File: src/rtl/ts_ep_packer_pkg.sv
// Shared constants and state encoding for the TS endpoint packer.
package ts_pkg;

    localparam logic [7:0]  TS_SYNC     = 8'h47;
    localparam logic [12:0] TS_NULL_PID = 13'h1FFF;
    localparam int unsigned TS_PKT_LEN  = 188;

    typedef enum logic [2:0] {
        HUNT,
        FILL,
        SKIP,
        COMMIT,
        WAIT_ACK
    } ts_state_e;

endpackage

File: src/rtl/ts_ep_packer_if.sv
// Endpoint IN-buffer write/commit bus between the packer and usb2_top EP3.
interface ts_ep_packer_if #(
    parameter int unsigned ADDR_W = 11
) ();

    logic [ADDR_W-1:0] buf_addr;
    logic [7:0]        buf_data;
    logic              buf_wren;
    logic              buf_ready;
    logic              buf_commit;
    logic [ADDR_W-1:0] buf_commit_len;
    logic              buf_commit_ack;

    modport master (
        output buf_addr, buf_data, buf_wren, buf_commit, buf_commit_len,
        input  buf_ready, buf_commit_ack
    );

    modport slave (
        input  buf_addr, buf_data, buf_wren, buf_commit, buf_commit_len,
        output buf_ready, buf_commit_ack
    );

endinterface

File: src/rtl/ts_ep_packer_sat_cnt.sv
// 16-bit counter that increments on enable and sticks at all-ones.
module ts_sat_cnt (
    input  logic        clk,
    input  logic        reset,
    input  logic        inc,
    output logic [15:0] cnt
);

    // Count up, holding at the ceiling instead of wrapping
    always_ff @(posedge clk or posedge reset) begin
        if (reset) begin
            cnt <= '0;
        end else if (inc && (cnt != 16'hFFFF)) begin
            cnt <= cnt + 16'd1;
        end
    end

endmodule

File: src/rtl/ts_ep_packer.sv
// Multi-channel TS packer: aligns the selected stream on 0x47 and writes
// whole packets into the EP3 IN buffer, committing when full or idle.
// Optional build macro TS_NULL_FILTER_EN discards null-PID packets.
module ts_ep_packer
    import ts_pkg::*;
#(
    parameter int unsigned NUM_CH   = 4,
    parameter int unsigned CH_W     = 2,
    parameter int unsigned ADDR_W   = 11,
    parameter int unsigned PKT_LEN  = TS_PKT_LEN,
    parameter int unsigned FLUSH_TO = 65535
) (
    input  logic                clk,
    input  logic                reset,
    input  logic [CH_W-1:0]     insel,
    input  logic [NUM_CH-1:0]   ts_valid,
    input  logic [NUM_CH-1:0]   ts_start,
    input  logic [8*NUM_CH-1:0] ts_data,
    input  logic [ADDR_W-1:0]   commit_len,
    ts_ep_packer_if.master      bus,
    output logic                almost_full,
    output logic [15:0]         drop_cnt,
    output logic [15:0]         sync_err_cnt
);

    localparam int unsigned IDX_W    = $clog2(PKT_LEN);
    localparam int unsigned AW1      = ADDR_W + 1;
    localparam bit          FLUSH_EN = (FLUSH_TO != 0);
    localparam int unsigned IDLE_W   = (FLUSH_TO > 1) ? $clog2(FLUSH_TO + 1) : 1;
    localparam logic [IDX_W-1:0]  LAST_IDX  = IDX_W'(PKT_LEN - 1);
    localparam logic [IDLE_W-1:0] IDLE_LAST = IDLE_W'(FLUSH_EN ? FLUSH_TO - 1 : 0);

    ts_state_e          state;
    logic [CH_W-1:0]    ch;
    logic [IDX_W-1:0]   byte_idx;
    logic [ADDR_W-1:0]  pkt_base;
    logic               await_ack;
    logic [IDLE_W-1:0]  idle_cnt;

    logic [CH_W-1:0]    eff_ch_c;
    logic               sel_valid_c;
    logic               sel_start_c;
    logic [7:0]         sel_data_c;
    logic               arrive_c;
    logic               writable_c;
    logic               take_c;
    logic               drop_inc_c;
    logic               sync_inc_c;
    logic               flush_hit_c;
    logic               keep_c;
    logic               commit_c;
    logic [AW1-1:0]     room_end_c;

    // Channel mux: HUNT follows insel live, other states stay on the latched channel
    always_comb begin
        eff_ch_c    = (state == HUNT) ? insel : ch;
        sel_valid_c = 1'b0;
        sel_start_c = 1'b0;
        sel_data_c  = '0;
        for (int k = 0; k < NUM_CH; k++) begin
            if (CH_W'(k) == eff_ch_c) begin
                sel_valid_c = ts_valid[k];
                sel_start_c = ts_valid[k] & ts_start[k];
                sel_data_c  = ts_data[8*k +: 8];
            end
        end
    end

    // A start outside SKIP is a new packet: accept, drop, or flag bad sync
    assign arrive_c    = sel_start_c && (state != SKIP);
    assign writable_c  = bus.buf_ready && !await_ack && (state != COMMIT) && (state != WAIT_ACK);
    assign take_c      = arrive_c && (sel_data_c == TS_SYNC) && writable_c;
    assign drop_inc_c  = arrive_c && (sel_data_c == TS_SYNC) && !writable_c;
    assign sync_inc_c  = arrive_c && (sel_data_c != TS_SYNC);
    assign flush_hit_c = FLUSH_EN && (state == HUNT) && (pkt_base != '0) &&
                         !sel_start_c && (idle_cnt == IDLE_LAST);
    assign room_end_c  = {1'b0, pkt_base} + AW1'(2 * PKT_LEN);
    assign commit_c    = keep_c && (room_end_c > {1'b0, commit_len});

`ifdef TS_NULL_FILTER_EN
    logic [12:0] pid;

    assign keep_c = (pid != TS_NULL_PID);

    // Capture the PID from header bytes 1-2 of the packet being filled
    always_ff @(posedge clk or posedge reset) begin
        if (reset) begin
            pid <= '0;
        end else if ((state == FILL) && sel_valid_c && !sel_start_c) begin
            if (byte_idx == IDX_W'(1)) pid[12:8] <= sel_data_c[4:0];
            if (byte_idx == IDX_W'(2)) pid[7:0]  <= sel_data_c;
        end
    end
`else
    assign keep_c = 1'b1;
`endif

    // Packer FSM with registered buffer-bus outputs
    always_ff @(posedge clk or posedge reset) begin
        if (reset) begin
            state              <= HUNT;
            ch                 <= '0;
            byte_idx           <= '0;
            pkt_base           <= '0;
            await_ack          <= 1'b0;
            idle_cnt           <= '0;
            almost_full        <= 1'b0;
            bus.buf_addr       <= '0;
            bus.buf_data       <= '0;
            bus.buf_wren       <= 1'b0;
            bus.buf_commit     <= 1'b0;
            bus.buf_commit_len <= '0;
        end else begin
            bus.buf_wren   <= 1'b0;
            bus.buf_commit <= 1'b0;
            almost_full    <= (state == COMMIT) || await_ack || !bus.buf_ready;

            if (state == HUNT) ch <= insel;

            if (await_ack && bus.buf_commit_ack) begin
                await_ack <= 1'b0;
                pkt_base  <= '0;
            end

            if (!FLUSH_EN || (state != HUNT) || (pkt_base == '0) || sel_start_c || flush_hit_c)
                idle_cnt <= '0;
            else
                idle_cnt <= idle_cnt + IDLE_W'(1);

            if (take_c) begin
                bus.buf_wren <= 1'b1;
                bus.buf_addr <= pkt_base;
                bus.buf_data <= sel_data_c;
                byte_idx     <= IDX_W'(1);
                state        <= FILL;
            end else if (drop_inc_c && (state != COMMIT)) begin
                byte_idx <= IDX_W'(1);
                state    <= SKIP;
            end else begin
                case (state)
                    HUNT: begin
                        if (flush_hit_c) state <= COMMIT;
                    end
                    FILL: begin
                        if (sync_inc_c) begin
                            byte_idx <= '0;
                            state    <= HUNT;
                        end else if (sel_valid_c) begin
                            bus.buf_wren <= 1'b1;
                            bus.buf_addr <= pkt_base + ADDR_W'(byte_idx);
                            bus.buf_data <= sel_data_c;
                            if (byte_idx == LAST_IDX) begin
                                byte_idx <= '0;
                                if (keep_c) pkt_base <= pkt_base + ADDR_W'(PKT_LEN);
                                state <= commit_c ? COMMIT : HUNT;
                            end else begin
                                byte_idx <= byte_idx + IDX_W'(1);
                            end
                        end
                    end
                    SKIP: begin
                        if (sel_valid_c) begin
                            if (byte_idx == LAST_IDX) begin
                                byte_idx <= '0;
                                state    <= (await_ack && !bus.buf_commit_ack) ? WAIT_ACK : HUNT;
                            end else begin
                                byte_idx <= byte_idx + IDX_W'(1);
                            end
                        end
                    end
                    COMMIT: begin
                        bus.buf_commit     <= 1'b1;
                        bus.buf_commit_len <= pkt_base;
                        await_ack          <= 1'b1;
                        state              <= WAIT_ACK;
                    end
                    WAIT_ACK: begin
                        if (bus.buf_commit_ack) state <= HUNT;
                    end
                    default: state <= HUNT;
                endcase
            end
        end
    end

    ts_sat_cnt u_drop_cnt (
        .clk   (clk),
        .reset (reset),
        .inc   (drop_inc_c),
        .cnt   (drop_cnt)
    );

    ts_sat_cnt u_sync_err_cnt (
        .clk   (clk),
        .reset (reset),
        .inc   (sync_inc_c),
        .cnt   (sync_err_cnt)
    );

endmodule

File: src/flat_wrapper.sv
// flat-port wrapper written by rule: the top's interface ports become plain ports
module ts_ep_packer_flat import ts_pkg::*;
#(
    parameter int unsigned NUM_CH   = 4,
    parameter int unsigned CH_W     = 2,
    parameter int unsigned ADDR_W   = 11,
    parameter int unsigned PKT_LEN  = TS_PKT_LEN,
    parameter int unsigned FLUSH_TO = 65535
)
  (clk, reset, insel, ts_valid, ts_start, ts_data, commit_len, almost_full, drop_cnt, sync_err_cnt, bus_buf_addr, bus_buf_data, bus_buf_wren, bus_buf_commit, bus_buf_commit_len, bus_buf_ready, bus_buf_commit_ack);
  ts_ep_packer_if #(.ADDR_W(ADDR_W)) bus_i ();
  input  logic clk;
  input  logic reset;
  input  logic [CH_W-1:0] insel;
  input  logic [NUM_CH-1:0] ts_valid;
  input  logic [NUM_CH-1:0] ts_start;
  input  logic [8*NUM_CH-1:0] ts_data;
  input  logic [ADDR_W-1:0] commit_len;
  output logic almost_full;
  output logic [15:0] drop_cnt;
  output logic [15:0] sync_err_cnt;
  output wire logic [$bits(bus_i.buf_addr)-1:0] bus_buf_addr;
  output wire logic [$bits(bus_i.buf_data)-1:0] bus_buf_data;
  output wire logic [$bits(bus_i.buf_wren)-1:0] bus_buf_wren;
  output wire logic [$bits(bus_i.buf_commit)-1:0] bus_buf_commit;
  output wire logic [$bits(bus_i.buf_commit_len)-1:0] bus_buf_commit_len;
  input wire logic [$bits(bus_i.buf_ready)-1:0] bus_buf_ready;
  input wire logic [$bits(bus_i.buf_commit_ack)-1:0] bus_buf_commit_ack;
  assign bus_buf_addr = bus_i.buf_addr;
  assign bus_buf_data = bus_i.buf_data;
  assign bus_buf_wren = bus_i.buf_wren;
  assign bus_buf_commit = bus_i.buf_commit;
  assign bus_buf_commit_len = bus_i.buf_commit_len;
  assign bus_i.buf_ready = bus_buf_ready;
  assign bus_i.buf_commit_ack = bus_buf_commit_ack;
  ts_ep_packer #(.NUM_CH(NUM_CH), .CH_W(CH_W), .ADDR_W(ADDR_W), .PKT_LEN(PKT_LEN), .FLUSH_TO(FLUSH_TO)) u_core (.clk(clk), .reset(reset), .insel(insel), .ts_valid(ts_valid), .ts_start(ts_start), .ts_data(ts_data), .commit_len(commit_len), .bus(bus_i), .almost_full(almost_full), .drop_cnt(drop_cnt), .sync_err_cnt(sync_err_cnt));
endmodule
File: config.mk
export PLATFORM = sky130hd
export DESIGN_NAME = ts_ep_packer_flat
export DESIGN_NICKNAME = d
export VERILOG_FILES = /design/src/rtl/ts_ep_packer_pkg.sv /design/src/rtl/ts_ep_packer_if.sv /design/src/rtl/ts_ep_packer_sat_cnt.sv /design/src/rtl/ts_ep_packer.sv /design/src/flat_wrapper.sv
export SDC_FILE = /design/constraint.sdc
export NUM_CORES = 1
export LEC_CHECK = 0
export CORE_MARGIN = 3
export CORE_UTILIZATION = 45
export DETAILED_ROUTE_END_ITERATION = 7
export PLACE_DENSITY = 0.76
export SETUP_SLACK_MARGIN = 0.2
export SLEW_MARGIN = 20
export SYNTH_ARGS = -nofsm -noshare
export SYNTH_HDL_FRONTEND = slang
export SYNTH_HIERARCHICAL = 1
export SYNTH_SLANG_ARGS = --single-unit
File: constraint.sdc
create_clock -name clk -period 6.05 [get_ports clk]
set_input_delay 0.9075 -clock clk [delete_from_list [all_inputs] [get_ports clk]]
set_output_delay 0.9075 -clock clk [all_outputs]
set_load 0.01 [all_outputs]
; After elaboration in Yosys (flattened, before gate mapping)
; Cells that the tools add are included.
[totals]
ff_bits = 106
latchBits = 0
ram_bits = 0
mem_bits_ro = 0
in_bits = 57
out_inout_bits = 65
wordCells = 150
n_memories = 0
[classes]
add_sub_neg = 7
multipliers = 0
div_mod_pow = 0
n_lt_le_gt_ge = 1
eq_ne = 24
shifts = 0
mux = 61
bitwise_logic = 6
n_reduce_logical = 37
[op_table]
columns = op, n
row1 = 11-bit two-way mux, 12
row2 = 8-bit two-way mux, 14
row3 = "16-bit by 1-bit adder with 16-bit output, second input constant", 3
row4 = "16-bit != test, second input constant", 2
row5 = 3-bit two-way mux, 10
row6 = 1-bit two-way mux, 20
row7 = "16-bit == test, second input constant", 1
row8 = 1-bit logical AND, 16
row9 = 16-bit two-way mux, 1
row10 = 8-bit one-hot mux with 2 select lines, 1
row11 = 3-bit one-hot mux with 5 select lines, 1
row12 = "11-bit by 9-bit adder with 12-bit output, second input constant", 1
row13 = 12-bit by 11-bit > comparator with 1-bit output, 1
row14 = 11-bit by 8-bit adder with 11-bit output, 1
row15 = "11-bit by 8-bit adder with 11-bit output, second input constant", 1
row16 = 11-bit logical NOT, 1
row17 = 11-bit nonzero test, 1
row18 = "5-bit by 2-bit != test with 1-bit output, second input constant", 2
row19 = "8-bit by 1-bit adder with 8-bit output, second input constant", 1
row20 = "8-bit by 7-bit == test with 1-bit output, second input constant", 1
row21 = "8-bit == test, second input constant", 1
row22 = "4-bit by 1-bit != test with 1-bit output, second input constant", 2
row23 = "4-bit by 2-bit != test with 1-bit output, second input constant", 2
row24 = "8-bit by 7-bit != test with 1-bit output, second input constant", 1
row25 = 21 further kinds, 39

; Logic depth before layout (Yosys ltp)
; Gate-level depths: netlist (run 1).
[depth]
ltp_word = 14
ltp_mapped = 14
mapped_depth_nobuf = 14

; Hierarchy
; Netlist (run 1), hierarchy kept.
[by_module_without_submodules]
columns = mod, instances, cells_each, area_each_um2, seq_area_each_um2
row1 = ts_ep_packer, 1, 511, 4773.3, 1851.8
row2 = ts_sat_cnt, 2, 71, 805.8, 400.4

; Worst setup path before layout (run 1)
; OpenSTA, ideal clock, no wires.
[synth_path]
path_kind = reg-to-reg
from = reg u_core.state[1]
to = reg u_core.u_drop_cnt.cnt[14]
setup_ps = 125
t_arrival_ps = 3814
required_time_ps = 5925
setup_slack_ps = 2111
path_stages_with_launch = 14
n_path_buf = 3
synth_period_minus_slack_ps = 3939
cell_sequence = dfrtp_1 buf_6 nor3_4 mux2i_4 buf_6 mux2i_1 mux2_1 or4_1 buf_2 nor4_1 and4_1 nand3_1 nor2_1 mux2_2
[synth_between]
elab_chain_len = 11
word_cells_on_any_way = 25
classes_between = eq/ne (7) / mux (9) / reduce/logical (9)
[synth_rtl]
columns = element, line_no
row1 = start: declaration, ts_ep_packer.sv:33  ; ts_state_e state;
row2 = start signal: assignment, ts_ep_packer.sv:155  ; state <= commit_c ? COMMIT : HUNT;
row3 = start signal: assignment, ts_ep_packer.sv:165  ; state <= (await_ack && !bus.buf_commit_ack) ? WAIT_ACK : HUNT;
row4 = 3-bit logical NOT, ts_ep_packer.sv:56  ; eff_ch_c = (state == HUNT) ? insel : ch;
row5 = 2-bit two-way mux, ts_ep_packer.sv:56
row6 = 2-bit logical NOT, ts_ep_packer.sv:61  ; if (CH_W'(k) == eff_ch_c) begin
row7 = 8-bit two-way mux or 1-bit two-way mux (tied branches) (4 in a row), ts_ep_packer.sv:61
row8 = 8-bit by 7-bit == test with 1-bit output or 1-bit logical AND (tied branches), "ts_ep_packer.sv:73, ts_ep_packer.sv:70"
row9 = 1-bit logical AND, ts_ep_packer.sv:73  ; assign drop_inc_c = arrive_c && (sel_data_c == TS_SYNC) && !writable_c;
row10 = 1-bit logical AND (*), ts_ep_packer.sv:73
row11 = named net u_core.drop_inc_c, ts_ep_packer.sv:47  ; logic drop_inc_c;
row12 = 1-bit logical AND (*), ts_ep_packer_sat_cnt.sv:13  ; end else if (inc && (cnt != 16'hFFFF)) begin
row13 = end signal: assignment, ts_ep_packer_sat_cnt.sv:14  ; cnt <= cnt + 16'd1;
row14 = end: declaration, ts_ep_packer_sat_cnt.sv:6  ; output logic [15:0] cnt
; Mark *: on every way through the listed nets, which the timed path passes. The rest lies on a longest branch.
; A chain may end at the register's enable or synchronous reset.

; Worst setup path after layout (run 1)
[layout_path]
from = reg u_core.state[0]
to = reg u_core.u_drop_cnt.cnt[14]
; Same word-level chain as after synthesis.

==> impl_summary.txt, run 1 <==
----------------------------------------------------
[Outcome]
  Outcome ... completed

[Finish]
  Area Overhead vs Synth ... 25.2%
  Final #Nets ... 851
  Number of filler instances in the final layout ... 1167
  Sequential Area ... 0.00265 sq mm
  Ratio of cells with drive above 1 in the final layout ... 7.53%
  Final design utilization ... 59.0%
  # diodes ... 0
  Multi-input combinational cell area ... 0.00347 sq mm

[Setup path]
  Max Fanout on Critical Path ... 22
  Cell with the biggest individual delay on the critical path ... sky130_fd_sc_hd__nor4_1
  CP delay by family, top ... simple AND/OR/NAND/NOR gates
  Category of the worst setup path capture point ... flip-flop
  Required time of the critical path ... 6.28 ns
  Critical path startpoint category ... flip-flop
  Worst Path Buf+Inv ... 0
  List of cells traversed by the critical path ... nor3_4 > mux2i_4 > mux2i_1 > mux2_1 > or4_1 > nor4_1 > and4_1 > nand3_1 > nor2_1 > mux2_2
  Critical path data arrival time ... 5.18 ns
  CP peak stage delay ... 0.84 ns
  Kind of critical path ... flip-flop to flip-flop

[Detailed routing]
  Routed wire per std cell ... 16.1 um
  Final routed wirelength across all metal layers ... 15.2 mm
  DR pass1 iterations ... 5
  DRC ... 0
  Routed via count divided by cell count ... 5.62
  Via count ... 5319
  Post-route antenna net violation count ... 0
  Number of DRC markers in iteration 0 ... 342

[Synthesis]
  Leading cell type by number of instances after synthesis ... sky130_fd_sc_hd__dfrtp_1
  Count of synthesis-stage warnings from yosys ... 6
  Most numerous cell types in the synthesized netlist ... sky130_fd_sc_hd__dfrtp_1 (106), sky130_fd_sc_hd__nand2_1 (58), sky130_fd_sc_hd__inv_1 (40)
  Dominant register cell in the synthesized netlist ... sky130_fd_sc_hd__dfrtp_1
  Library cell occupying the most area in the post-synthesis netlist ... sky130_fd_sc_hd__dfrtp_1
  Average cell area after synthesis ... 9.78 sq um
  FFs w/ async S/R, synth ... 100%
  Post-synthesis net count ... 739
  Number of storage elements in the synthesis netlist ... 106
  Synthesized netlist cell count ... 653
  Post-synthesis cell area ... 0.00638 sq mm
  Post-synth cell types ... 61
  Sequential cell area fraction in the yosys report ... 41.5%
  Number of flops mapped to enable cells by yosys ... 0
  Top cells by area in the synthesized netlist ... sky130_fd_sc_hd__dfrtp_1 (42%), sky130_fd_sc_hd__ha_1 (5.5%), sky130_fd_sc_hd__mux2i_1 (5.3%), sky130_fd_sc_hd__xnor2_1 (4.4%), sky130_fd_sc_hd__nand2_1 (3.4%)
  Post-synth top area share ... 41.5%

[STA]
  Worst slew margin relative to its limit ... 33.3%
  Fraction of the cycle the final worst path needs ... 81.7%
  Count of pins over their slew limit ... 0
  Actual slew at the worst max-slew pin ... 0.993 ns
  Setup repair after global routing missed its margin ... false
  Maximum clock frequency ... 202 MHz
  Final count of hold timing violations ... 0
  Final setup TNS ... 0 ns
  Final min period ... 4.94 ns
  Setup violators final ... 0
  Layout Skew ... 0.00547 ns

[Global route]
  Global-route met1 utilization ... 25.9%
  Met2 track demand over resource ... 32.3%
  Met3 track demand over resource in global routing ... 3.33%
  Vias in the first global route ... 5185
  Overflow left after global routing ... 0
  Number of antenna violations at the first check in global routing ... 0
  Total GRT Usage ... 19.5%
  Pin count of the biggest net entering global routing ... 63
  Most congested layer reported by global routing ... met2
  Global-route wire length before repair ... 25.5 mm

[Clock network]
  Total number of clock tree sinks ... 106
  CTS hold repair buffers ... 0
  Post-CTS Setup Bufs ... 0
  Clock slew at reported path FFs ... 0.07 ns
  CTS tree ... done
  Num CTS Buffers ... 9
  Resize count post-CTS ... 0
  Clock root buffer ... sky130_fd_sc_hd__clkbuf_16
  Maximum clock insertion buffer count ... 2
  Later-pin clock latency in the skew report ... 0.35 ns
  Number of levels the H-tree was split into ... 3

[Floorplan]
  FP Rows ... 42
  Overall die width ... 125 um
  Die Area ... 0.0157 sq mm
  Starting density of the core ... 47.1%
  Chip Height ... 125 um
  I/O pin cnt ... 122
  Core area ... 0.0136 sq mm

[Job]
  Max Cap Violations ... 0

[Power]
  Peak supply drop ... 325 uV
  Fraction of power spent switching nets ... 37.5%
  Internal power ... 1740 uW
  Power dissipated by switching net loads ... 1040 uW
  Power per cell area ... 347 mW/mm^2
  Static Leakage ... 0.00354 uW
  Clock network fraction of design power ... 20.0%
  Proportion of power drawn by combinational gates ... 42.8%
  Sequential cell fraction of total power ... 37.3%

[Min path]
  Min-delay worst type ... flip-flop to flip-flop

[Placement]
  Final HPWL from detailed placement ... 11.5 mm
  Placer's final routability congestion estimate ... 0.938
  Number of port buffers ... 121

----------------------------------------------------
-- power groups by stage --
stage	sequential (uW)	clock (uW)	combinational (uW)
3_5_place_dp	1050	0	1180
5_1_grt	1060	595	1300
2_1_floorplan	1030	0	762
6_report	1040	555	1190
4_1_cts	1040	569	1190
3_3_place_gp	1040	0	1140
-- tightest hold or removal path: stages, from the launching register on --
cell                      delay (ns)
sky130_fd_sc_hd__dfrtp_1        0.35
sky130_fd_sc_hd__nand2_1        0.05
sky130_fd_sc_hd__o21ai_0        0.06
-- cell type report --
type                       count  share of cell area (%)
clock buffer                  10                    2.86
sequential                   106                    33.2
clock inverter                 6                   0.642
tap                          176                    2.75
multi-input combinational    484                    43.4
timing repair buffer         122                    15.2
inverter                      42                    1.97
-- registers in the layout, summed over array words and instances (netlist names) --
signal,flops
u_core/idle_cnt,16
u_core/u_drop_cnt/cnt,16
u_core/u_sync_err_cnt/cnt,16
u_core/bus.buf_addr,11
u_core/bus.buf_commit_len,11
u_core/pkt_base,11
u_core/bus.buf_data,8
u_core/byte_idx,8
u_core/state,3
u_core/ch,2
u_core/almost_full,1
u_core/await_ack,1
u_core/bus.buf_commit,1
u_core/bus.buf_wren,1
-- worst paths after layout --
path	slack (ns)	cells after the start	start	end
max	1.11	10	u_core/state[0]$_DFFE_PP0P_	u_core/u_drop_cnt/cnt[14]$_DFFE_PP0P_
min	0.49	2	u_core/bus.buf_commit_len[1]$_DFFE_PP0P_	u_core/bus.buf_commit_len[1]$_DFFE_PP0P_
max reg2reg	1.11	10	u_core/state[0]$_DFFE_PP0P_	u_core/u_drop_cnt/cnt[14]$_DFFE_PP0P_
min reg2reg	0.49	2	u_core/bus.buf_commit_len[1]$_DFFE_PP0P_	u_core/bus.buf_commit_len[1]$_DFFE_PP0P_
max in group asynchronous	4.07	3	reset	u_core/pkt_base[3]$_DFF_PP0_
min in group asynchronous	0.91	2	reset	u_core/byte_idx[3]$_DFFE_PP0P_
-- cells in the final DEF (no fill, tap or decap), types with 9 or more instances in the layout --
master,instances
sky130_fd_sc_hd__a21oi_1,28
sky130_fd_sc_hd__and3_1,14
sky130_fd_sc_hd__clkbuf_16,9
sky130_fd_sc_hd__clkdlybuf4s50_1,121
sky130_fd_sc_hd__dfrtp_1,106
sky130_fd_sc_hd__ha_1,28
sky130_fd_sc_hd__inv_1,39
sky130_fd_sc_hd__mux2_1,9
sky130_fd_sc_hd__mux2_2,19
sky130_fd_sc_hd__mux2i_1,34
sky130_fd_sc_hd__nand2_1,58
sky130_fd_sc_hd__nand2b_1,9
sky130_fd_sc_hd__nand3_1,29
sky130_fd_sc_hd__nand4_1,18
sky130_fd_sc_hd__nor2_1,38
sky130_fd_sc_hd__o21ai_0,16
sky130_fd_sc_hd__o21ai_1,25
sky130_fd_sc_hd__xnor2_1,32
sky130_fd_sc_hd__xor2_1,16
-- stage by stage --
step	worst slack (ns)	total power (uW)	std cells	hold WS [ns]	cell area (sq um)
2_1_floorplan	2.11	1800	653	0.485	6380
3_3_place_gp	0.929	2180	930	0.468	7720
3_5_place_dp	0.738	2230	930	0.476	7720
4_1_cts	1.08	2790	946	0.492	8000
5_1_grt	0.806	2960	946	0.535	8000
6_report	1.11	2780	946	0.489	8000
-- routing by layer --
metal | share of wire [%] | routed length, um
met1 | 45 | 6840
met2 | 47 | 7220
met5 | 0 | 0
met3 | 6.1 | 924
met4 | 1.5 | 227
-- kinds of logic (layout without fill, tap and decap cells) --
logic type | count (synthesis) | after routing | share of synthesized area (%)
and+or+nand+nor | 228 | 228 | 19.9
AOI/OAI and AO/OA | 115 | 115 | 11.0
DFF | 106 | 106 | 41.5
muxes | 64 | 64 | 11.0
buffers and inverters | 63 | 180 | 4.15
xor gates and xnor gates | 48 | 48 | 6.58
adders and majority gates | 29 | 29 | 5.80
Power figures use the tool's default switching activity.
==> inputs of run 2 (changes only) <==
Settings changed: PLACE_DENSITY 0.76 to 0.78.
Clock period 6.05 ns to 4.16 ns, I/O delays scaled along.
==> run 2 against run 1 <==
Sequential share of layout area shrank 0.77 points. Critical path type unchanged. Highest routed layer unchanged. Worst hold slack got worse by 0.0024 ns. Design area grew 2.4%. Die area unchanged. Clock-buffer cell count down 1. Fmax is 30% higher. Register-to-register slack lost 0.74 ns.
==> impl_summary.txt, run 2 (synthesis results as in run 1) <==
----------------------------------------------------
[Outcome]
  Outcome ... completed

[Placement]
  Number of port buffers ... 121 (unchanged)
  Final HPWL from detailed placement ... 12.2 mm (+5.8%)
  Post-Place Cells ... 941 (+1.2%)
  Worst slack, placed ... 0.0417 ns (-0.696 ns)
  Placer's final routability congestion estimate ... 0.963 (+2.6%)

[Setup path]
  R2R depth ... 12 (+2)
  Setup slack on the worst flop-to-flop path ... 0.37 ns (-0.74 ns)
  Critical register-to-register path startpoint ... u_core/state[1]$_DFFE_PP0P_
  Critical path data arrival time ... 4.05 ns (-1.13 ns)
  Startpoint of the most critical setup path ... u_core/state[1]$_DFFE_PP0P_
  Critical path startpoint category ... flip-flop
  Category of the worst setup path capture point ... flip-flop
  Endpoint of the worst-slack reg-to-reg timing path ... u_core/byte_idx[6]$_DFFE_PP0P_
  Kind of critical path ... flip-flop to flip-flop
  Required time of the critical path ... 4.41 ns (-1.87 ns)
  Endpoint of the worst setup timing path ... u_core/byte_idx[6]$_DFFE_PP0P_
  Max Fanout on Critical Path ... 13 (-41%)

[Clock network]
  Later-pin clock latency in the skew report ... 0.34 ns (about the same)
  Maximum clock insertion buffer count ... 2 (unchanged)
  Clock slew at reported path FFs ... 0.08 ns (about the same)
  Num CTS Buffers ... 9 (unchanged)
  Number of levels the H-tree was split into ... 3 (unchanged)
  CTS tree ... done
  Total number of clock tree sinks ... 106 (unchanged)
  Clock root buffer ... sky130_fd_sc_hd__clkbuf_16

[Power]
  Fraction of power spent switching nets ... 36.9% (-0.63 points)
  Sequential cell fraction of total power ... 35.0% (-2.3 points)
  Static Leakage ... 0.00365 uW (+3.3%)
  Proportion of power drawn by combinational gates ... 44.2% (+1.4 points)
  Power dissipated by switching net loads ... 1580 uW (+51%)
  Clock network fraction of design power ... 20.7% (+0.7 points)
  Power per cell area ... 522 mW/mm^2 (+50%)
  Peak supply drop ... 285 uV (-12%)
  Internal power ... 2700 uW (+55%)
  Power after layout ... 4280 uW (+54%)

[Global route]
  Number of antenna violations at the first check in global routing ... 0 (unchanged)
  Total GRT Usage ... 20.3% (+0.81 points)
  Overflow left after global routing ... 0 (unchanged)
  Pin count of the biggest net entering global routing ... 31 (-51%)
  Global-route wire length before repair ... 26.5 mm (+4.1%)
  Vias in the first global route ... 5422 (+4.6%)

[Finish]
  Final #Nets ... 867 (+1.9%)
  Number of filler instances in the final layout ... 1145 (-1.9%)
  Biggest registers after layout ... u_core/idle_cnt: 16 flops, u_core/u_drop_cnt/cnt: 16 flops, u_core/u_sync_err_cnt/cnt: 16 flops
  Leading cell type in the layout, fill and taps excluded ... sky130_fd_sc_hd__clkdlybuf4s50_1
  Commonest cells after routing, fill and taps aside ... sky130_fd_sc_hd__clkdlybuf4s50_1 (121), sky130_fd_sc_hd__dfrtp_1 (106), sky130_fd_sc_hd__nand2_1 (58)
  # diodes ... 0 (unchanged)
  Area Overhead vs Synth ... 28.2%
  Ratio of cells with drive above 1 in the final layout ... 9.80% (+2.3 points)
  Final Non-Filler Cells ... 962 (+1.7%)

[Floorplan]
  Starting density of the core ... 47.1% (unchanged)
  Chip Height ... 125 um (unchanged)
  I/O pin cnt ... 122 (unchanged)
  Core area ... 0.0136 sq mm (unchanged)
  Die Area ... 0.0157 sq mm (unchanged)
  Overall die width ... 125 um (unchanged)
  FP Rows ... 42 (unchanged)

[Detailed routing]
  Final routed wirelength across all metal layers ... 15.9 mm (+4.7%)
  Via count ... 5455 (+2.6%)
  Post-route antenna net violation count ... 0 (unchanged)
  Routed wire per std cell ... 16.5 um (+2.9%)
  DRC ... 0 (unchanged)
  Routed via count divided by cell count ... 5.67 (+0.85%)
  Number of DRC markers in iteration 0 ... 390 (+14%)
  DR pass1 iterations ... 5 (unchanged)

[STA]
  Worst slew margin relative to its limit ... 45.3% (+12 points)
  Final setup TNS ... 0 ns (unchanged)
  Setup repair after global routing missed its margin ... false
  Actual slew at the worst max-slew pin ... 0.797 ns (-0.195 ns)
  Maximum clock frequency ... 264 MHz (+30%)
  Fraction of the cycle the final worst path needs ... 91.2% (+9.5 points)
  Final count of hold timing violations ... 0 (unchanged)
  Final min period ... 3.79 ns (-1.15 ns)
  Setup violators final ... 0 (unchanged)
  Final WS setup ... 0.366 ns (-0.743 ns)
  Layout Skew ... 0.00640 ns (+0.000934 ns)
  Count of pins over their slew limit ... 0 (unchanged)

[Min path]
  Min-delay worst type ... flip-flop to flip-flop
  Cell depth of the worst hold path ... 2 (unchanged)

[Job]
  Max Cap Violations ... 0 (unchanged)

----------------------------------------------------
==> run 2: cell types whose count changed in the layout (fill, tap and decap cells not counted), sizes merged <==
cell / change
clkinvlp: -3
clkbuf: -1
buf: +16
bufinv: +1
inv: +3
==> run 2: what timing repair did <==
action	4_1_cts	5_1_grt
buffers inserted	0	5
pin swaps	0	1
resized for setup	1	2
hold buffers	0	0
hold endpoints to repair	0	0
endpoints found under the setup margin	2	14
==> run 2: critical path, cell delays in order, from the launching register on <==
cell and delay, ns:
sky130_fd_sc_hd__dfrtp_1 0.49, sky130_fd_sc_hd__nor3_4 0.25, sky130_fd_sc_hd__buf_12 0.14, sky130_fd_sc_hd__mux2i_4 0.24
sky130_fd_sc_hd__buf_12 0.15, sky130_fd_sc_hd__buf_4 0.21, sky130_fd_sc_hd__mux2i_1 0.24, sky130_fd_sc_hd__mux2i_1 0.12
sky130_fd_sc_hd__or4_1 0.50, sky130_fd_sc_hd__buf_4 0.20, sky130_fd_sc_hd__o31a_2 0.44, sky130_fd_sc_hd__or4_1 0.49
sky130_fd_sc_hd__a211oi_1 0.23
==> run 2: layout make-up <==
cell class                      count  area, sq um  share of cell area, %
Clock buffer                        9          225                   2.75
Clock inverter                      7         82.6                   1.01
Inverter                           42          158                   1.93
Multi-Input combinational cell    484         3480                   42.6
Sequential cell                   106         2650                   32.4
Tap cell                          176          220                   2.69
Timing Repair Buffer              138         1360                   16.7
==> run 2: worst min path at each step <==
stage	from	to	slack, ns
2_1_floorplan	u_core/idle_cnt[0]$_DFF_PP0_	u_core/idle_cnt[0]$_DFF_PP0_	0.49
3_3_place_gp	u_core/bus.buf_commit_len[1]$_DFFE_PP0P_	u_core/bus.buf_commit_len[1]$_DFFE_PP0P_	0.47
3_5_place_dp	u_core/bus.buf_commit_len[3]$_DFFE_PP0P_	u_core/bus.buf_commit_len[3]$_DFFE_PP0P_	0.48
4_1_cts	u_core/bus.buf_commit_len[3]$_DFFE_PP0P_	u_core/bus.buf_commit_len[3]$_DFFE_PP0P_	0.49
5_1_grt	u_core/bus.buf_commit_len[1]$_DFFE_PP0P_	u_core/bus.buf_commit_len[1]$_DFFE_PP0P_	0.52
6_report	u_core/bus.buf_commit_len[2]$_DFFE_PP0P_	u_core/bus.buf_commit_len[2]$_DFFE_PP0P_	0.49
==> run 2: power by group through the flow <==
stage          clock network [uW]  logic [uW]  registers [uW]
4_1_cts                       905        1790            1500
5_1_grt                       952        2050            1530
6_report                      886        1890            1500
2_1_floorplan                   0        1110            1500
3_5_place_dp                    0        1780            1510
3_3_place_gp                    0        1710            1500
==> run 2: routing by layer <==
metal / GRT usage, % / part of all wire [%]
met2: 34.5 / 49
met4: 6.63 / 2.0
met5: 0 / 0
met1: 26.2 / 43
met3: 3.97 / 6.0
==> run 2: per-stage QoR <==
stage | hold slack, ns | cell area [sq um] | util [%]
after CTS | 0.493 | 8110 | 59.8
after detailed placement | 0.476 | 7800 | 57.5
after floorplan | 0.485 | 6380 | -
final | 0.486 | 8190 | 60.4
after global placement | 0.467 | 7800 | 57.5
after global routing | 0.516 | 8190 | 60.4
==> inputs of run 3 (changes only) <==
Settings changed: CTS_BUF_LIST set to sky130_fd_sc_hd__clkbuf_16, SYNTH_HIERARCHICAL 1 to not set.
==> run 3 against run 2 <==
Power is 7.7% lower. Global-route usage increased by 0.79 points. Worst hold slack improved by 0.0075 ns. Sequential power fell by 9%. Combinational power down 9%. First-iteration DRC count up 9.0%. Setup slack improved by 0.12 ns. Sequential cell count stayed put. Critical path depth down 2. Non-clock buffer count shrank 2. Register-to-register slack gained 0.33 ns. Critical path type is now input pin to flip-flop. Area after synthesis grew 3.4%.
==> impl_summary.txt, run 3 <==
----------------------------------------------------
[Floorplan]
  Die Area ... 0.0162 sq mm (+3.2%)
  Starting density of the core ... 46.8% (-0.28 points)
  FP Rows ... 43 (+2.4%)
  Core area ... 0.0141 sq mm (+4.0%)
  I/O pin cnt ... 122 (unchanged)
  Chip Height ... 127 um (+1.6%)
  Overall die width ... 127 um (+1.6%)

[STA]
  Count of pins over their slew limit ... 0 (unchanged)
  Fraction of the cycle the final worst path needs ... 88.3% (-2.9 points)
  Final min period ... 3.67 ns (-0.119 ns)
  Layout Skew ... 0.00815 ns (+0.00175 ns)
  Final count of hold timing violations ... 0 (unchanged)
  Final setup TNS ... 0 ns (unchanged)
  Worst slew margin relative to its limit ... 50.3% (+5.0 points)
  Final WS setup ... 0.486 ns (+0.119 ns)
  Setup violators final ... 0 (unchanged)
  Actual slew at the worst max-slew pin ... 0.740 ns (-0.0573 ns)
  Setup repair after global routing missed its margin ... false
  Maximum clock frequency ... 272 MHz (+3.3%)

[Synthesis]
  Post-synthesis net count ... 730 (-1.2%)
  Dominant register cell in the synthesized netlist ... sky130_fd_sc_hd__dfrtp_1
  Sequential cell area fraction in the yosys report ... 40.2% (-1.3 points)
  Average cell area after synthesis ... 10.2 sq um (+4.5%)
  Synthesized netlist cell count ... 646 (-1.1%)
  Leading cell type by number of instances after synthesis ... sky130_fd_sc_hd__dfrtp_1
  Post-synthesis cell area ... 0.00660 sq mm (+3.4%)
  FFs w/ async S/R, synth ... 100% (unchanged)
  Top cells by area in the synthesized netlist ... sky130_fd_sc_hd__dfrtp_1 (40%), sky130_fd_sc_hd__mux4_2 (6.8%), sky130_fd_sc_hd__ha_1 (4.9%), sky130_fd_sc_hd__mux2_4 (4.6%), sky130_fd_sc_hd__xor2_1 (4.0%)
  Post-synth cell types ... 62 (+1.6%)
  Library cell occupying the most area in the post-synthesis netlist ... sky130_fd_sc_hd__dfrtp_1
  Post-synth top area share ... 40.2% (-1.3 points)
  Number of flops mapped to enable cells by yosys ... 0 (unchanged)
  Most numerous cell types in the synthesized netlist ... sky130_fd_sc_hd__dfrtp_1 (106), sky130_fd_sc_hd__nand2_1 (58), sky130_fd_sc_hd__inv_1 (36), sky130_fd_sc_hd__o21ai_0 (36), sky130_fd_sc_hd__nor2_1 (35)
  Count of synthesis-stage warnings from yosys ... 0 (-6)
  Number of storage elements in the synthesis netlist ... 106 (unchanged)

[Placement]
  Final HPWL from detailed placement ... 12.9 mm (+5.7%)
  Worst slack, placed ... 0.0292 ns (-0.0125 ns)
  Post-Place Cells ... 936 (-0.53%)
  Number of port buffers ... 121 (unchanged)
  Placer's final routability congestion estimate ... 0.890 (-7.5%)

[Clock network]
  Maximum clock insertion buffer count ... 2 (unchanged)
  Later-pin clock latency in the skew report ... 0.36 ns (+0.02 ns)
  Clock slew at reported path FFs ... 0.07 ns (about the same)
  Number of levels the H-tree was split into ... 3 (unchanged)
  CTS tree ... done
  Num CTS Buffers ... 9 (unchanged)
  Total number of clock tree sinks ... 106 (unchanged)
  Clock root buffer ... sky130_fd_sc_hd__clkbuf_16
  CTS hold repair buffers ... 0 (unchanged)
  Post-CTS Setup Bufs ... 0 (unchanged)

[Setup path]
  Max Fanout on Critical Path ... 17 (+4)
  CP peak stage delay ... 0.67 ns (+0.17 ns)
  List of cells traversed by the critical path ... clkdlybuf4s50_1 > buf_4 > mux4_2 > and3_1 > o2111ai_1 > nor4_4 > buf_4 > or3b_2 > xnor2_1 > mux2_4
  Critical path startpoint category ... input pin
  Critical path depth in cells ... 10 (-2)
  R2R depth ... 10 (-2)
  CP delay by family, top ... buffers and inverters
  Kind of critical path ... input pin to flip-flop
  Worst Path Buf+Inv ... 3 (-1)
  Required time of the critical path ... 4.40 ns (about the same)
  Critical path's most frequent cell ... sky130_fd_sc_hd__buf_4
  Cell with the biggest individual delay on the critical path ... sky130_fd_sc_hd__clkdlybuf4s50_1
  Category of the worst setup path capture point ... flip-flop
  Critical path data arrival time ... 3.92 ns (-0.13 ns)

[Global route]
  Global-route wire length before repair ... 27.8 mm (+4.8%)
  Number of antenna violations at the first check in global routing ... 0 (unchanged)
  Pin count of the biggest net entering global routing ... 48 (+55%)
  Total GRT Usage ... 21.1% (+0.79 points)
  Vias in the first global route ... 5684 (+4.8%)
  Overflow left after global routing ... 0 (unchanged)

[Finish]
  # diodes ... 0 (unchanged)
  Commonest cells after routing, fill and taps aside ... sky130_fd_sc_hd__clkdlybuf4s50_1 (121), sky130_fd_sc_hd__dfrtp_1 (106), sky130_fd_sc_hd__nand2_1 (58)
  Final #Nets ... 851 (-1.8%)
  Final Non-Filler Cells ... 952 (-1.0%)
  Area Overhead vs Synth ... 26.5%
  Leading cell type in the layout, fill and taps excluded ... sky130_fd_sc_hd__clkdlybuf4s50_1
  Ratio of cells with drive above 1 in the final layout ... 12.6% (+2.8 points)
  Biggest registers after layout ... u_core.idle_cnt: 16 flops, u_core.u_drop_cnt.cnt: 16 flops, u_core.u_sync_err_cnt.cnt: 16 flops

[Detailed routing]
  Detailed-routing wirelength on met1 ... 7.12 mm (+4.8%)
  Post-route antenna net violation count ... 0 (unchanged)
  DRC ... 0 (unchanged)
  Final routed wirelength across all metal layers ... 17.0 mm (+6.5%)
  Length of routed met3 wiring ... 814 um (-14%)
  Number of DRC markers in iteration 0 ... 425 (+9.0%)
  Routed wire per std cell ... 17.8 um (+7.6%)
  DR pass1 iterations ... 6 (+1)
  Routed via count divided by cell count ... 5.74 (+1.2%)
  Highest metal used ... met4
  Via count ... 5464 (+0.16%)
  Met2 Wirelength ... 8.68 mm (+10%)

[Min path]
  Cell depth of the worst hold path ... 2 (unchanged)
  Min-delay worst type ... flip-flop to flip-flop

[Job]
  Max Cap Violations ... 0 (unchanged)

[Power]
  Static Leakage ... 0.00371 uW (+1.6%)
  Power per cell area ... 472 mW/mm^2 (-9.6%)
  Peak supply drop ... 361 uV (+27%)

[Outcome]
  Outcome ... completed

----------------------------------------------------
run 3: kinds of logic (layout without fill, tap and decap cells):
kind of cell               Yosys count  in the layout  synth area share (%)
and+or+nand+nor                    225            225                  17.7
AOI/OAI and AO/OA                  109            109                  10.8
DFF                                106            106                  40.2
buffers and inverters               63            189                  3.94
adders and majority gates           27             27                  5.23
xor gates and xnor gates            56             56                  7.43
muxes                               60             60                  14.7
run 3: layer usage:
layer,track usage [%],vias to the layer above
met5,0,-
met4,7.32,0
met3,3.30,33
met2,36.1,170
met1,27.3,2695
li1,-,2566
run 3: metrics by stage:
stage	power (uW)	hold WS, ns	utilization (%)	cell area (sq um)
2_1_floorplan	2500	0.470	-	6600
3_3_place_gp	3030	0.466	57.0	8040
3_5_place_dp	3090	0.477	57.0	8040
4_1_cts	3960	0.494	59.2	8340
5_1_grt	4170	0.520	59.2	8350
6_report	3950	0.494	59.2	8350
run 3: worst min-delay path, cell delays in order, from the launching register on:
cell                      delay (ns)
sky130_fd_sc_hd__dfrtp_1        0.35
sky130_fd_sc_hd__nand2_1        0.05
sky130_fd_sc_hd__o21ai_0        0.06
run 3: worst paths after layout:
path	startpoint	to	slack, ns
hold / removal	u_core.bus.buf_commit_len[4]$_DFFE_PP0P_	u_core.bus.buf_commit_len[4]$_DFFE_PP0P_	0.49
min in group asynchronous	reset	u_core.u_sync_err_cnt.cnt[0]$_DFFE_PP0P_	0.67
setup reg to reg	u_core.state[2]$_DFFE_PP0P_	u_core.bus.buf_addr[8]$_DFFE_PP0P_	0.70
max in group asynchronous	reset	u_core.u_drop_cnt.cnt[12]$_DFFE_PP0P_	2.60
setup / recovery	insel[0]	u_core.bus.buf_addr[10]$_DFFE_PP0P_	0.49
hold reg to reg	u_core.bus.buf_commit_len[4]$_DFFE_PP0P_	u_core.bus.buf_commit_len[4]$_DFFE_PP0P_	0.49
run 3: power by group:
| part | internal, uW | switching (uW) | leakage, uW |
|---|---|---|---|
| sequential | 1180 | 193 | 0.00143 |
| clock | 425 | 426 | 0.000147 |
| combinational | 873 | 847 | 0.00214 |
run 3: layout make-up:
type	instances	area, sq um
Sequential cell	106	2650
Clock inverter	7	73.8
Tap cell	180	225
Clock buffer	9	225
Timing Repair Buffer	136	1340
Inverter	37	141
Fill cell	1178	5750
Multi-Input combinational cell	477	3700
run 3: what timing repair did:
action,4_1_cts,5_1_grt
hold endpoints to repair,0,0
gates resized for setup,0,2
setup endpoints to repair,0,22
